$ cat src/rtl/beta_pkg.sv
// Shared definitions for the Beta core front end: PCSEL encodings, default
// PC vectors, fetch FSM states and the branch-offset helper.
package beta_pkg;

  // PCSEL encodings driven by the control unit.
  localparam logic [2:0] PC_INC   = 3'd0;
  localparam logic [2:0] PC_BR    = 3'd1;
  localparam logic [2:0] PC_JMP   = 3'd2;
  localparam logic [2:0] PC_ILLOP = 3'd3;
  localparam logic [2:0] PC_XADR  = 3'd4;

  // Default vectors; bit 31 set means supervisor mode.
  localparam logic [31:0] DEF_RESET_VEC = 32'h8000_0000;
  localparam logic [31:0] DEF_ILLOP_VEC = 32'h8000_0004;
  localparam logic [31:0] DEF_XADR_VEC  = 32'h8000_0008;

  // Fetch FSM states.
  typedef enum logic {
    ST_FETCH = 1'b0,
    ST_ISSUE = 1'b1
  } fetch_state_e;

  // Branch byte offset: sign-extended word literal scaled by 4.
  function automatic logic [31:0] br_offset(input logic [15:0] imm);
    br_offset = {{14{imm[15]}}, imm, 2'b00};
  endfunction

endpackage

$ cat src/rtl/beta_fetch_if.sv
// Instruction memory request/acknowledge bus between the fetch stage and memory.
interface beta_fetch_if;
  logic [31:0] imem_addr;
  logic        imem_req;
  logic        imem_ack;
  logic [31:0] imem_rdata;

  modport master (
    output imem_addr,
    output imem_req,
    input  imem_ack,
    input  imem_rdata
  );

  modport slave (
    input  imem_addr,
    input  imem_req,
    output imem_ack,
    output imem_rdata
  );
endinterface

$ cat src/rtl/beta_pc_next.sv
// Combinational next-PC selection for the Beta fetch stage. Bit 31 is the
// supervisor flag: sequential and branch targets keep it, a jump may only
// clear it, and the trap vectors set it.
module beta_pc_next
  import beta_pkg::*;
#(
  parameter logic [31:0] ILLOP_VEC = DEF_ILLOP_VEC,
  parameter logic [31:0] XADR_VEC  = DEF_XADR_VEC
) (
  input  logic [31:0] pc,
  input  logic [2:0]  pcsel,
  input  logic [15:0] imm16,
  input  logic [31:0] jt,
  output logic [31:0] next_pc,
  output logic [31:0] pc_plus4,
  output logic        bad
);

  logic [31:0] inc_s;
  logic [31:0] br_s;
  logic        unused_bits_s;

  assign inc_s    = pc + 32'd4;
  assign br_s     = inc_s + br_offset(imm16);
  assign pc_plus4 = {pc[31], inc_s[30:0]};

  // Low address bits are forced to zero and carries into bit 31 are dropped.
  assign unused_bits_s = ^{jt[1:0], br_s[1:0], br_s[31], inc_s[31]};

  // Select next PC from the control unit's decision; unknown codes trap.
  always_comb begin
    next_pc = ILLOP_VEC;
    bad     = 1'b0;
    case (pcsel)
      PC_INC:   next_pc = {pc[31], inc_s[30:2], 2'b00};
      PC_BR:    next_pc = {pc[31], br_s[30:2], 2'b00};
      PC_JMP:   next_pc = {pc[31] & jt[31], jt[30:2], 2'b00};
      PC_ILLOP: next_pc = ILLOP_VEC;
      PC_XADR:  next_pc = XADR_VEC;
      default: begin
        next_pc = ILLOP_VEC;
        bad     = 1'b1;
      end
    endcase
  end

endmodule

$ cat src/rtl/beta_fetch.sv
// Beta instruction fetch stage: owns the PC, fetches one word per
// instruction over the imem req/ack bus and holds it until the control unit
// retires it with advance, at which point the selected next PC is loaded.
module beta_fetch
  import beta_pkg::*;
#(
  parameter logic [31:0] RESET_VEC = DEF_RESET_VEC,
  parameter logic [31:0] ILLOP_VEC = DEF_ILLOP_VEC,
  parameter logic [31:0] XADR_VEC  = DEF_XADR_VEC
) (
  input  logic               clk,
  input  logic               reset,
  beta_fetch_if.master       imem,
  output logic [31:0]        instruction,
  output logic               instr_valid,
  output logic [31:0]        pc,
  output logic [31:0]        pc_plus4,
  input  logic               advance,
  input  logic [2:0]         pcsel,
  input  logic [15:0]        imm16,
  input  logic [31:0]        jt,
  output logic               bad_pcsel
);

  fetch_state_e state_q, state_d;
  logic [31:0]  pc_q, pc_d;
  logic [31:0]  instr_q, instr_d;
  logic         valid_q, valid_d;
  logic         req_q, req_d;
  logic         bad_q, bad_d;

  logic [31:0]  next_pc_s;
  logic         bad_sel_s;

  beta_pc_next #(
    .ILLOP_VEC (ILLOP_VEC),
    .XADR_VEC  (XADR_VEC)
  ) u_pc_next (
    .pc       (pc_q),
    .pcsel    (pcsel),
    .imm16    (imm16),
    .jt       (jt),
    .next_pc  (next_pc_s),
    .pc_plus4 (pc_plus4),
    .bad      (bad_sel_s)
  );

  // Next-state logic: capture the word on ack, load the new PC on advance.
  always_comb begin
    state_d = state_q;
    pc_d    = pc_q;
    instr_d = instr_q;
    valid_d = valid_q;
    req_d   = req_q;
    bad_d   = bad_q;
    case (state_q)
      ST_FETCH: begin
        if (imem.imem_ack) begin
          instr_d = imem.imem_rdata;
          valid_d = 1'b1;
          req_d   = 1'b0;
          state_d = ST_ISSUE;
        end else begin
          req_d   = 1'b1;
          valid_d = 1'b0;
        end
      end
      ST_ISSUE: begin
        if (advance) begin
          pc_d    = next_pc_s;
          valid_d = 1'b0;
          req_d   = 1'b1;
          bad_d   = bad_q | bad_sel_s;
          state_d = ST_FETCH;
        end else begin
          req_d   = 1'b0;
          valid_d = 1'b1;
        end
      end
      default: begin
        state_d = ST_FETCH;
        req_d   = 1'b1;
        valid_d = 1'b0;
      end
    endcase
  end

  // State and output registers; reset abandons any outstanding request.
  always_ff @(posedge clk) begin
    if (reset) begin
      state_q <= ST_FETCH;
      pc_q    <= RESET_VEC;
      instr_q <= 32'h0000_0000;
      valid_q <= 1'b0;
      req_q   <= 1'b1;
      bad_q   <= 1'b0;
    end else begin
      state_q <= state_d;
      pc_q    <= pc_d;
      instr_q <= instr_d;
      valid_q <= valid_d;
      req_q   <= req_d;
      bad_q   <= bad_d;
    end
  end

  // The fetch address is the PC register itself, so it is stable while waiting.
  assign imem.imem_addr = pc_q;
  assign imem.imem_req  = req_q;
  assign instruction    = instr_q;
  assign instr_valid    = valid_q;
  assign pc             = pc_q;
  assign bad_pcsel      = bad_q;

endmodule
$ cat src/flat_wrapper.sv
// flat-port wrapper written by rule: the top's interface ports become plain ports
module beta_fetch_flat import beta_pkg::*;
#(
  parameter logic [31:0] RESET_VEC = DEF_RESET_VEC,
  parameter logic [31:0] ILLOP_VEC = DEF_ILLOP_VEC,
  parameter logic [31:0] XADR_VEC  = DEF_XADR_VEC
)
  (clk, reset, instruction, instr_valid, pc, pc_plus4, advance, pcsel, imm16, jt, bad_pcsel, imem_imem_addr, imem_imem_req, imem_imem_ack, imem_imem_rdata);
  beta_fetch_if imem_i ();
  input  logic clk;
  input  logic reset;
  output logic [31:0] instruction;
  output logic instr_valid;
  output logic [31:0] pc;
  output logic [31:0] pc_plus4;
  input  logic advance;
  input  logic [2:0] pcsel;
  input  logic [15:0] imm16;
  input  logic [31:0] jt;
  output logic bad_pcsel;
  output wire logic [$bits(imem_i.imem_addr)-1:0] imem_imem_addr;
  output wire logic [$bits(imem_i.imem_req)-1:0] imem_imem_req;
  input wire logic [$bits(imem_i.imem_ack)-1:0] imem_imem_ack;
  input wire logic [$bits(imem_i.imem_rdata)-1:0] imem_imem_rdata;
  assign imem_imem_addr = imem_i.imem_addr;
  assign imem_imem_req = imem_i.imem_req;
  assign imem_i.imem_ack = imem_imem_ack;
  assign imem_i.imem_rdata = imem_imem_rdata;
  beta_fetch #(.RESET_VEC(RESET_VEC), .ILLOP_VEC(ILLOP_VEC), .XADR_VEC(XADR_VEC)) u_core (.clk(clk), .reset(reset), .imem(imem_i), .instruction(instruction), .instr_valid(instr_valid), .pc(pc), .pc_plus4(pc_plus4), .advance(advance), .pcsel(pcsel), .imm16(imm16), .jt(jt), .bad_pcsel(bad_pcsel));
endmodule
$ cat config.mk
export PLATFORM = sky130hd
export DESIGN_NAME = beta_fetch_flat
export DESIGN_NICKNAME = d
export VERILOG_FILES = /design/src/rtl/beta_pkg.sv /design/src/rtl/beta_fetch_if.sv /design/src/rtl/beta_pc_next.sv /design/src/rtl/beta_fetch.sv /design/src/flat_wrapper.sv
export SDC_FILE = /design/constraint.sdc
export NUM_CORES = 1
export LEC_CHECK = 0
export ABC_AREA = 1
export BUFFER_PORTS_ARGS = -buffer_cell sky130_fd_sc_hd__buf_2
export CORE_ASPECT_RATIO = 1.25
export CORE_MARGIN = 2
export CORE_UTILIZATION = 55
export DETAILED_ROUTE_END_ITERATION = 10
export MAX_ROUTING_LAYER = met4
export PLACE_DENSITY = 0.95
export SLEW_MARGIN = 40
export SYNTH_ARGS = -nofsm -noshare
export SYNTH_HDL_FRONTEND = slang
export SYNTH_SLANG_ARGS = --single-unit
$ cat constraint.sdc
create_clock -name clk -period 5.1 [get_ports clk]
set_input_delay 0.51 -clock clk [delete_from_list [all_inputs] [get_ports clk]]
set_output_delay 0.51 -clock clk [all_outputs]
set_load 0.02 [all_outputs]
==> flow_metrics.py, run 1 <==
metrics = {
    "status": {
        "status": "finished clean",
    },
    "place": {
        "place_congestion": 0.982,
        "port_buffers": 209,
        "dpl.cell_count": 1316,
        "place_hpwl_um": 15700,
        "placed_cell_area_mm2": 0.00679,
    },
    "floorplan": {
        "pin_count": 218,
        "fp.dieW_um": 96.6,
        "die_h_um": 120,
        "rows": 42,
        "initial_utilization": 0.561,
        "dieArea_mm2": 0.0116,
        "core_mm2": 0.0105,
    },
    "cells_and_area": {
        "final_util": 0.673,
        "multi_input_area_mm2": 0.00376,
        "register_area_mm2": 0.00130,
        "fillCellCount": 1006,
        "fin_nets": 1316,
        "layoutNonFillerInstCount": 1332,
        "n_antenna_cell": 0,
        "fin_area_mm2": 0.00707,
        "area_growth_pct": 19.9,
        "post_route_cells_drive_above_1_share": 0.210,
    },
    "grt": {
        "grt_pass1_vias": 6585,
        "grt_pass1_wl_um": 30600,
        "grt_antenna_before_repair": 0,
        "grt_max_degree": 36,
        "grt_usage": 0.332,
        "grt_overflow": 0,
    },
    "clocking": {
        "cts.sinks": 65,
        "clk_latency_ps": 330,
        "cts_setup_buffers": 0,
        "cts_buffer_depth": 2,
        "cts_tree": "built",
        "cts_hold_buffers": 0,
        "root_buffer": "clkbuf_16",
        "numCtsBuffers": 9,
        "ctsHtreeMaxLevel": 3,
        "clk_pin_slew_worst_paths_ps": 60,
        "cts_resized": 0,
    },
    "flow_run": {
        "max_cap_viol_count": 0,
    },
    "logic_synthesis": {
        "syn_area_per_cell_um2": 5.76,
        "yosys.area.top_type_share": 0.221,
        "ys_seq_area_frac": 0.221,
        "ys_seq_elements": 65,
        "synthTopCellsByCount": "340 x nand2_1, 132 x nor2_1, 129 x inv_1",
        "synth_area_leaders": "dfxtp_1 22%, nand2_1 22%, nor2_1 8.4%",
        "synth_most_common_cell": "nand2_1",
        "synthCells": 1024,
        "synth_cell_types": 44,
        "yosys.area.top_type": "dfxtp_1",
        "synth_edf_count": 0,
        "netlist_area_mm2": 0.00590,
        "yosys_warnings": 0,
        "async_flop_share": 0,
        "synth-main-ff-cell": "dfxtp_1",
    },
    "timing": {
        "min_period_ps": 3490,
        "setup_tns_ps": 0,
        "hold_viol": 0,
        "drv_slew": 0,
        "fin_worst_skew_ps": 4.65,
        "max_freq_ghz": 0.286,
        "tightest_slew_ps": 680,
        "finalSetupViolCount": 0,
        "period_share": 0.685,
        "rsz0062_at_grt": "no",
        "hold_ws_ps": 402,
        "relSlewSlack": 0.544,
    },
    "route": {
        "viasPerCell": 5.30,
        "wl_per_cell_um": 14.4,
        "dr.pass1.iters": 7,
        "drtAntennaViolNets": 0,
        "routed_wl_um": 19200,
        "drt-initial-drc-count": 428,
        "num_vias": 7054,
        "drc": 0,
    },
    "hold_path": {
        "hp-class": "input pin to flop",
    },
    "worst_setup_path": {
        "start_kind": "flop",
        "worst_setup_path_end_kind": "flop",
        "cp_data_required_time_ps": 5320,
        "crit_path_max_fanout": 5,
        "path_class": "flop to flop",
        "cp.arrival_ps": 3710,
    },
    "power_and_ir_drop": {
        "p_leak_nw": 4.12,
        "p_per_area_mw_per_mm2": 196,
        "vdd_drop_max_uv": 193,
    },
}
## through the flow
step,worst slack [ps],power (W)
after floorplan,2070,0.000733
after global placement,1830,0.000825
after detailed placement,1750,0.000831
after CTS,1730,0.00140
after global routing,1470,0.00145
final,1610,0.00139
## where the power goes
group | leakage [nW] | internal, W | switching [W]
combinational | 3.45 | 0.0000927 | 0.000183
clock | 0.132 | 0.000331 | 0.000232
sequential | 0.532 | 0.000534 | 0.0000155
## state kept, by name (all words and copies together) (netlist names)
register and count:
u_core.bad_pcsel 1, u_core.imem.imem_addr 30, u_core.imem.imem_req 1, u_core.instruction 32, u_core.state_q 1
## cell families (layout without fill, tap and decap cells)
logic type / count (synthesis) / count (layout) / synth area share
AOI/OAI and AO/OA: 120 / 120 / 0.112
xor gates and xnor gates: 18 / 18 / 0.0306
adders and majority gates: 34 / 34 / 0.0734
buffers and inverters: 188 / 359 / 0.144
DFF: 65 / 65 / 0.221
other: 1 / 6 / 0.000636
and+or+nand+nor: 598 / 598 / 0.419
## final cells by class
class / count / share of cell area
Multi-Input combinational cell: 776 / 0.532
Sequential cell: 65 / 0.184
Timing Repair Buffer: 212 / 0.151
Inverter: 131 / 0.0696
Clock buffer: 9 / 0.0319
Tap cell: 132 / 0.0234
Clock inverter: 7 / 0.00779
## per-layer routing
metal / part of all wire / vias to the layer above / GRT usage / wire length, um
met4: 0.039 / 0 / 0.156 / 746
met1: 0.40 / 3121 / 0.390 / 7610
met5: 0 / - / - / 0
met3: 0.075 / 43 / 0.0425 / 1440
met2: 0.49 / 346 / 0.566 / 9410
li1: - / 3544 / - / -
## worst paths after layout
check	startpoint	cells after the start	slack, ps	endpoint
setup / recovery	u_core.imem.imem_addr[3]$_SDFFE_PP0P_	18	1610	u_core.imem.imem_addr[22]$_SDFFE_PP0P_
hold / removal	imem_imem_rdata[10]	3	400	u_core.instruction[10]$_SDFFE_PP0P_
setup reg to reg	u_core.imem.imem_addr[3]$_SDFFE_PP0P_	18	1610	u_core.imem.imem_addr[22]$_SDFFE_PP0P_
hold reg to reg	u_core.imem.imem_addr[26]$_SDFFE_PP0P_	2	490	u_core.imem.imem_addr[26]$_SDFFE_PP0P_
## cells in the final DEF, fill, tap and decap left out, drive strengths merged
cell type / instances
a21boi: 1
xnor2: 3
o21ai: 65
o22ai: 2
a211oi: 1
dfxtp: 65
a31oi: 1
o211ai: 2
nand2: 343
nor4: 1
clkbuf: 9
nor3: 11
buf: 212
ha: 33
a32o: 1
nand3b: 4
nor2: 141
xor2: 15
a21oi: 34
inv: 131
or2: 5
nand3: 82
o21a: 1
and2: 4
o21bai: 7
nand4: 7
fa: 1
a22o: 1
a221oi: 1
a21o: 3
clkinv: 5
clkinvlp: 2
conb: 6
## worst max-delay path: stages (launching register included)
cell	delay, ps
dfxtp_1	410
ha_1	240
nand2_2	90
nor2_4	140
nand3_2	140
inv_1	80
nand2_1	130
xor2_1	370
ha_1	310
nand2_1	140
inv_1	60
a21oi_1	320
nand3_1	320
nand2_1	170
nand3b_1	90
nand3_1	130
nand3_1	130
nand2_1	80
nand2_1	50
Note: power is estimated with default switching activity, not from simulation.
==> inputs of run 2 (changes only) <==
--- a/config.mk
+++ b/config.mk
@@ -9,10 +9,10 @@
 export BUFFER_PORTS_ARGS = -buffer_cell sky130_fd_sc_hd__buf_2
 export CORE_ASPECT_RATIO = 1.25
 export CORE_MARGIN = 2
-export CORE_UTILIZATION = 55
+export CORE_UTILIZATION = 51
 export DETAILED_ROUTE_END_ITERATION = 10
 export MAX_ROUTING_LAYER = met4
-export PLACE_DENSITY = 0.95
+export PLACE_DENSITY = 0.91
 export SLEW_MARGIN = 40
 export SYNTH_ARGS = -nofsm -noshare
 export SYNTH_HDL_FRONTEND = slang
==> constraint.sdc (replaced) <==
create_clock -name clk -period 3.6 [get_ports clk]
set_input_delay 0.36 -clock clk [delete_from_list [all_inputs] [get_ports clk]]
set_output_delay 0.36 -clock clk [all_outputs]
set_load 0.02 [all_outputs]
==> flow_metrics.py, run 2 (same netlist as run 1, synthesis figures left out) <==
metrics = {
    "status": {
        "status": "finished clean",
    },
    "timing": {
        "period_share": 0.926,
        "drv_slew": 0,
        "rsz0062_at_grt": "no",
        "max_freq_ghz": 0.300,
        "tightest_slew_ps": 670,
        "fin_worst_skew_ps": 6.43,
        "relSlewSlack": 0.550,
        "min_period_ps": 3330,
        "finalSetupViolCount": 0,
        "hold_viol": 0,
        "setup_tns_ps": 0,
    },
    "route": {
        "drc": 0,
        "routed_wl_um": 19400,
        "dr.pass1.iters": 5,
        "drtAntennaViolNets": 0,
        "drt-initial-drc-count": 500,
        "viasPerCell": 5.27,
        "num_vias": 7071,
        "wl_per_cell_um": 14.4,
    },
    "cells_and_area": {
        "multi_input_area_mm2": 0.00376,
        "post_route_cells_drive_above_1_share": 0.213,
        "area_growth_pct": 20.8,
        "layout_common_cells": "340 x nand2_1, 209 x buf_2, 132 x nor2_1",
        "layoutNonFillerInstCount": 1341,
        "final_util": 0.637,
        "fin_nets": 1322,
        "n_antenna_cell": 0,
        "register_area_mm2": 0.00130,
        "fillCellCount": 1069,
        "final_common_cell": "nand2_1",
        "largest_reg_flops": 32,
    },
    "worst_setup_path": {
        "r2r_start": "u_core.imem.imem_addr[2]$_SDFFE_PP0P_",
        "cp_data_required_time_ps": 3830,
        "start_kind": "flop",
        "cp.arrival_ps": 3560,
        "r2r_end": "u_core.imem.imem_addr[26]$_SDFFE_PP0P_",
        "r2r_cells": 18,
        "worst_setup_path_end_kind": "flop",
        "crit_path_max_fanout": 6,
        "cp-startpoint": "u_core.imem.imem_addr[2]$_SDFFE_PP0P_",
        "rrSetupSlack_ps": 270,
        "path_class": "flop to flop",
    },
    "grt": {
        "grt_antenna_before_repair": 0,
        "grt_overflow": 0,
        "grt_pass1_vias": 6588,
        "grt_usage": 0.312,
        "grt_max_degree": 35,
        "grt_pass1_wl_um": 30500,
    },
    "hold_path": {
        "min_path_cells": 2,
        "hold_path_end": "u_core.bad_pcsel$_SDFFE_PP0P_",
        "hp-class": "input pin to flop",
        "min-delay-start": "reset",
    },
    "place": {
        "port_buffers": 209,
        "place_hpwl_um": 15600,
        "dpl.cell_count": 1325,
        "place_congestion": 1.05,
    },
    "power_and_ir_drop": {
        "vdd_drop_max_uv": 320,
        "p_leak_nw": 4.16,
        "p_per_area_mw_per_mm2": 281,
    },
    "floorplan": {
        "pin_count": 218,
        "dieArea_mm2": 0.0124,
        "die_h_um": 124,
        "fp.dieW_um": 100,
        "core_mm2": 0.0112,
        "rows": 43,
        "initial_utilization": 0.527,
    },
    "flow_run": {
        "max_cap_viol_count": 0,
    },
    "clocking": {
        "cts_tree": "built",
        "cts_buffer_depth": 2,
        "cts.sinks": 65,
        "clk_pin_slew_worst_paths_ps": 60,
        "cts_setup_buffers": 0,
        "ctsHtreeMaxLevel": 3,
        "numCtsBuffers": 9,
        "cts_resized": 0,
        "cts_hold_buffers": 0,
        "root_buffer": "clkbuf_16",
        "clk_latency_ps": 330,
    },
}
[run 2: cell count changes in the layout (fill, tap and decap cells not counted), sizes merged]
| cell | previous run | this run |
|---|---|---|
| buf | 212 | 218 |
| clkbuf | 9 | 10 |
| clkinv | 5 | 2 |
| clkinvlp | 2 | 1 |
| inv | 131 | 134 |
[run 2: metal layers]
metal	vias up	GRT usage	wire, um
met3	56	0.0427	1670
met5	-	-	0
met4	0	0.147	784
met1	3129	0.363	7490
met2	348	0.524	9410
li1	3538	-	-
[run 2: worst max-delay path by stage]
stage | endpoint | slack, ps
detailed placement | u_core.imem.imem_addr[27]$_SDFFE_PP0P_ | 420
CTS | u_core.imem.imem_addr[27]$_SDFFE_PP0P_ | 380
finish | u_core.imem.imem_addr[26]$_SDFFE_PP0P_ | 270
floorplan | u_core.imem.imem_addr[27]$_SDFFE_PP0P_ | 570
global route | u_core.imem.imem_addr[27]$_SDFFE_PP0P_ | 10
global placement | u_core.imem.imem_addr[21]$_SDFFE_PP0P_ | 450
[run 2: critical path, cell delays in order (launching register included)]
cell and delay [ps]:
dfxtp_1 440, ha_1 250, nand2_2 80, nor2_4 130
nand2_1 140, nor2_2 280, xor2_1 350, ha_1 180
nand2_1 80, nor2_1 240, inv_1 90, nor3_1 310
nand3_1 160, nand3_1 110, nand2_1 50, nand3_1 100
nand2_1 110, nand2_1 70, nand2_1 50
[run 2: cell type report]
class	count	area share
flip-flops and latches	65	0.183
inverters	131	0.0690
multi-input cells	776	0.528
repair buffers	218	0.156
clock inverters	6	0.00667
well taps	135	0.0237
clock buffers	10	0.0335
[run 2: stage by stage]
step           total power [W]  hold WS (ps)  setup slack (ps)  instance area, um2
2_1_floorplan          0.00104           432               568                5920
3_3_place_gp           0.00117           471               451                6840
3_5_place_dp           0.00118           485               420                6840
4_1_cts                0.00201           227               380                7120
5_1_grt                0.00210           228              11.1                7120
6_report               0.00200           233               267                7120
[run 2: power by group]
group,total (W),switching [W],internal [W]
logic,0.000391,0.000258,0.000133
registers,0.000778,0.0000224,0.000756
clock network,0.000835,0.000342,0.000493
total,0.00200,0.000623,0.00138
==> inputs of run 3 (changes only) <==
--- a/config.mk
+++ b/config.mk
@@ -5,14 +5,13 @@
 export SDC_FILE = /design/constraint.sdc
 export NUM_CORES = 1
 export LEC_CHECK = 0
-export ABC_AREA = 1
 export BUFFER_PORTS_ARGS = -buffer_cell sky130_fd_sc_hd__buf_2
 export CORE_ASPECT_RATIO = 1.25
 export CORE_MARGIN = 2
-export CORE_UTILIZATION = 51
+export CORE_UTILIZATION = 49
 export DETAILED_ROUTE_END_ITERATION = 10
 export MAX_ROUTING_LAYER = met4
-export PLACE_DENSITY = 0.91
+export PLACE_DENSITY = 0.83
 export SLEW_MARGIN = 40
 export SYNTH_ARGS = -nofsm -noshare
 export SYNTH_HDL_FRONTEND = slang
==> flow_metrics.py, run 3 <==
metrics = {
    "status": {
        "status": "finished clean",
    },
    "logic_synthesis": {
        "syn_area_per_cell_um2": 7.70,
        "netlist_area_mm2": 0.00498,
        "yosys_warnings": 0,
        "synth_most_common_cell": "nand2_1",
        "ys_seq_elements": 65,
        "synth_area_leaders": "dfxtp_1 26%, ha_1 8.3%, nand2_1 8.2%",
        "async_flop_share": 0,
        "synth_edf_count": 0,
        "synthCells": 646,
        "synth-main-ff-cell": "dfxtp_1",
        "yosys.area.top_type": "dfxtp_1",
        "yosys.area.top_type_share": 0.261,
        "synth_cell_types": 58,
        "synthTopCellsByCount": "109 x nand2_1, 66 x a21oi_1, 65 x dfxtp_1",
        "ys_seq_area_frac": 0.261,
    },
    "grt": {
        "grt_pass1_wl_um": 24600,
        "grt_usage": 0.291,
        "grt_max_degree": 38,
        "grt_overflow": 0,
        "grt_antenna_before_repair": 2,
        "grt_pass1_vias": 5114,
    },
    "place": {
        "port_buffers": 209,
        "pre_cts_ws_ps": 208,
        "place_congestion": 0.982,
        "place_hpwl_um": 12400,
    },
    "clocking": {
        "ctsHtreeMaxLevel": 3,
        "cts_buffer_depth": 2,
        "cts.sinks": 65,
        "cts_hold_buffers": 0,
        "root_buffer": "clkbuf_16",
        "numCtsBuffers": 9,
        "clk_latency_ps": 330,
        "clk_pin_slew_worst_paths_ps": 60,
        "cts_tree": "built",
    },
    "flow_run": {
        "max_cap_viol_count": 0,
    },
    "timing": {
        "period_share": 0.952,
        "hold_viol": 0,
        "max_freq_ghz": 0.292,
        "drv_slew": 0,
        "min_period_ps": 3430,
        "tightest_slew_ps": 717,
        "relSlewSlack": 0.522,
        "setup_tns_ps": 0,
        "hold_ws_ps": 252,
        "finalSetupViolCount": 0,
        "fin_worst_skew_ps": 7.49,
        "setup_slack_ps": 171,
    },
    "route": {
        "routed_wl_um": 16000,
        "num_vias": 5498,
        "viasPerCell": 5.63,
        "highest_layer": "met4",
        "drtAntennaViolNets": 0,
        "met2_length_um": 7880,
        "drc": 0,
        "dr.pass1.iters": 8,
        "met1Wirelength_um": 6310,
        "wl_per_cell_um": 16.4,
        "dr_wl_met3_um": 1280,
        "drt-initial-drc-count": 339,
    },
    "worst_setup_path": {
        "rrSetupSlack_ps": 170,
        "path_class": "flop to flop",
        "crit_path_max_fanout": 5,
        "worst_setup_path_end_kind": "flop",
        "cp.arrival_ps": 3620,
        "cp_data_required_time_ps": 3790,
        "r2r_cells": 14,
        "start_kind": "flop",
    },
    "cells_and_area": {
        "post_route_cells_drive_above_1_share": 0.334,
        "final_util": 0.646,
        "final_common_cell": "buf_2",
        "fin_nets": 961,
        "area_growth_pct": 29.7,
        "layout_common_cells": "209 x buf_2, 109 x nand2_1, 65 x dfxtp_1",
        "largest_reg_flops": 32,
        "fillCellCount": 922,
    },
    "floorplan": {
        "rows": 41,
        "core_mm2": 0.0100,
        "pin_count": 218,
        "fp.dieW_um": 94.1,
        "dieArea_mm2": 0.0110,
        "initial_utilization": 0.498,
        "die_h_um": 117,
    },
    "power_and_ir_drop": {
        "vdd_drop_max_uv": 229,
        "p_leak_nw": 3.36,
        "p_per_area_mw_per_mm2": 334,
    },
    "hold_path": {
        "hp-class": "input pin to flop",
        "min_path_cells": 2,
    },
}
==> run 3: changes by cell type after synthesis, moves of 16 or more <==
cell      previous run  this run
nand3_1             81        18
nor2_1             132        41
inv_1              129        11
nand2_1            340       109
a21oi_1             33        66
o21ai_0             61        37
xnor2_1              1        29
clkbuf_1            13        29
==> run 3: area by class of cell <==
type	count	area, um2	share of cell area
multi-input combinational	509	3340	0.517
timing repair buffer	244	1310	0.203
sequential	65	1300	0.202
clock buffer	9	225	0.0349
tap	129	161	0.0250
clock inverter	7	78.8	0.0122
inverter	11	41.3	0.00639
antenna	2	5.00	0.000775
==> run 3: routing by layer <==
layer | vias up | track usage
met1 | 2536 | 0.324
met4 | 0 | 0.153
li1 | 2666 | -
met2 | 252 | 0.488
met5 | - | -
met3 | 44 | 0.0645
==> run 3: cell families after synthesis <==
family | synth area share
XOR/XNOR | 0.0968
other | 0.000753
buffers and inverters | 0.0860
flip-flops | 0.261
adder cells (fa/ha/maj) | 0.0870
AND/OR/NAND/NOR | 0.215
AO/OA/AOI/OAI | 0.253
==> run 3: what timing repair did <==
item | in CTS | in global routing
buffers inserted | 0 | 1
gates resized for setup | 0 | 5
endpoints found under the setup margin | 0 | 8
==> run 3: worst paths after layout <==
kind	start	to
setup / recovery	u_core.imem.imem_addr[3]$_SDFFE_PP0P_	u_core.imem.imem_addr[25]$_SDFFE_PP0P_
hold / removal	jt[20]	u_core.imem.imem_addr[20]$_SDFFE_PP0P_
setup reg to reg	u_core.imem.imem_addr[3]$_SDFFE_PP0P_	u_core.imem.imem_addr[25]$_SDFFE_PP0P_
hold reg to reg	u_core.instruction[2]$_SDFFE_PP0P_	u_core.instruction[2]$_SDFFE_PP0P_
==> run 3: where the power goes <==
| part | internal [W] | total (W) | switching (W) |
|---|---|---|---|
| Combinational | 0.000187 | 0.000492 | 0.000305 |
| Sequential | 0.000753 | 0.000776 | 0.0000230 |
| Clock | 0.000542 | 0.000887 | 0.000345 |
==> run 3: worst max-delay path, cell delays in order (launching register included) <==
cell and delay (ps):
dfxtp_1 410, ha_1 220, nand3_1 110, nor2_1 200
and3_1 230, xor2_2 230, ha_1 320, a21o_1 210
a21o_1 180, a21o_1 190, o21ai_0 250, a31oi_1 150
a31oi_2 250, xor2_1 170, o221ai_1 130
==> run 3: per-stage QoR <==
step | instance area (um2) | instances | total power [W]
after detailed placement | 6110 | 957 | 0.00127
after CTS | 6420 | 973 | 0.00216
final | 6460 | 976 | 0.00216
after global routing | 6460 | 976 | 0.00225
after floorplan | 5010 | 651 | 0.00111
after global placement | 6100 | 957 | 0.00127
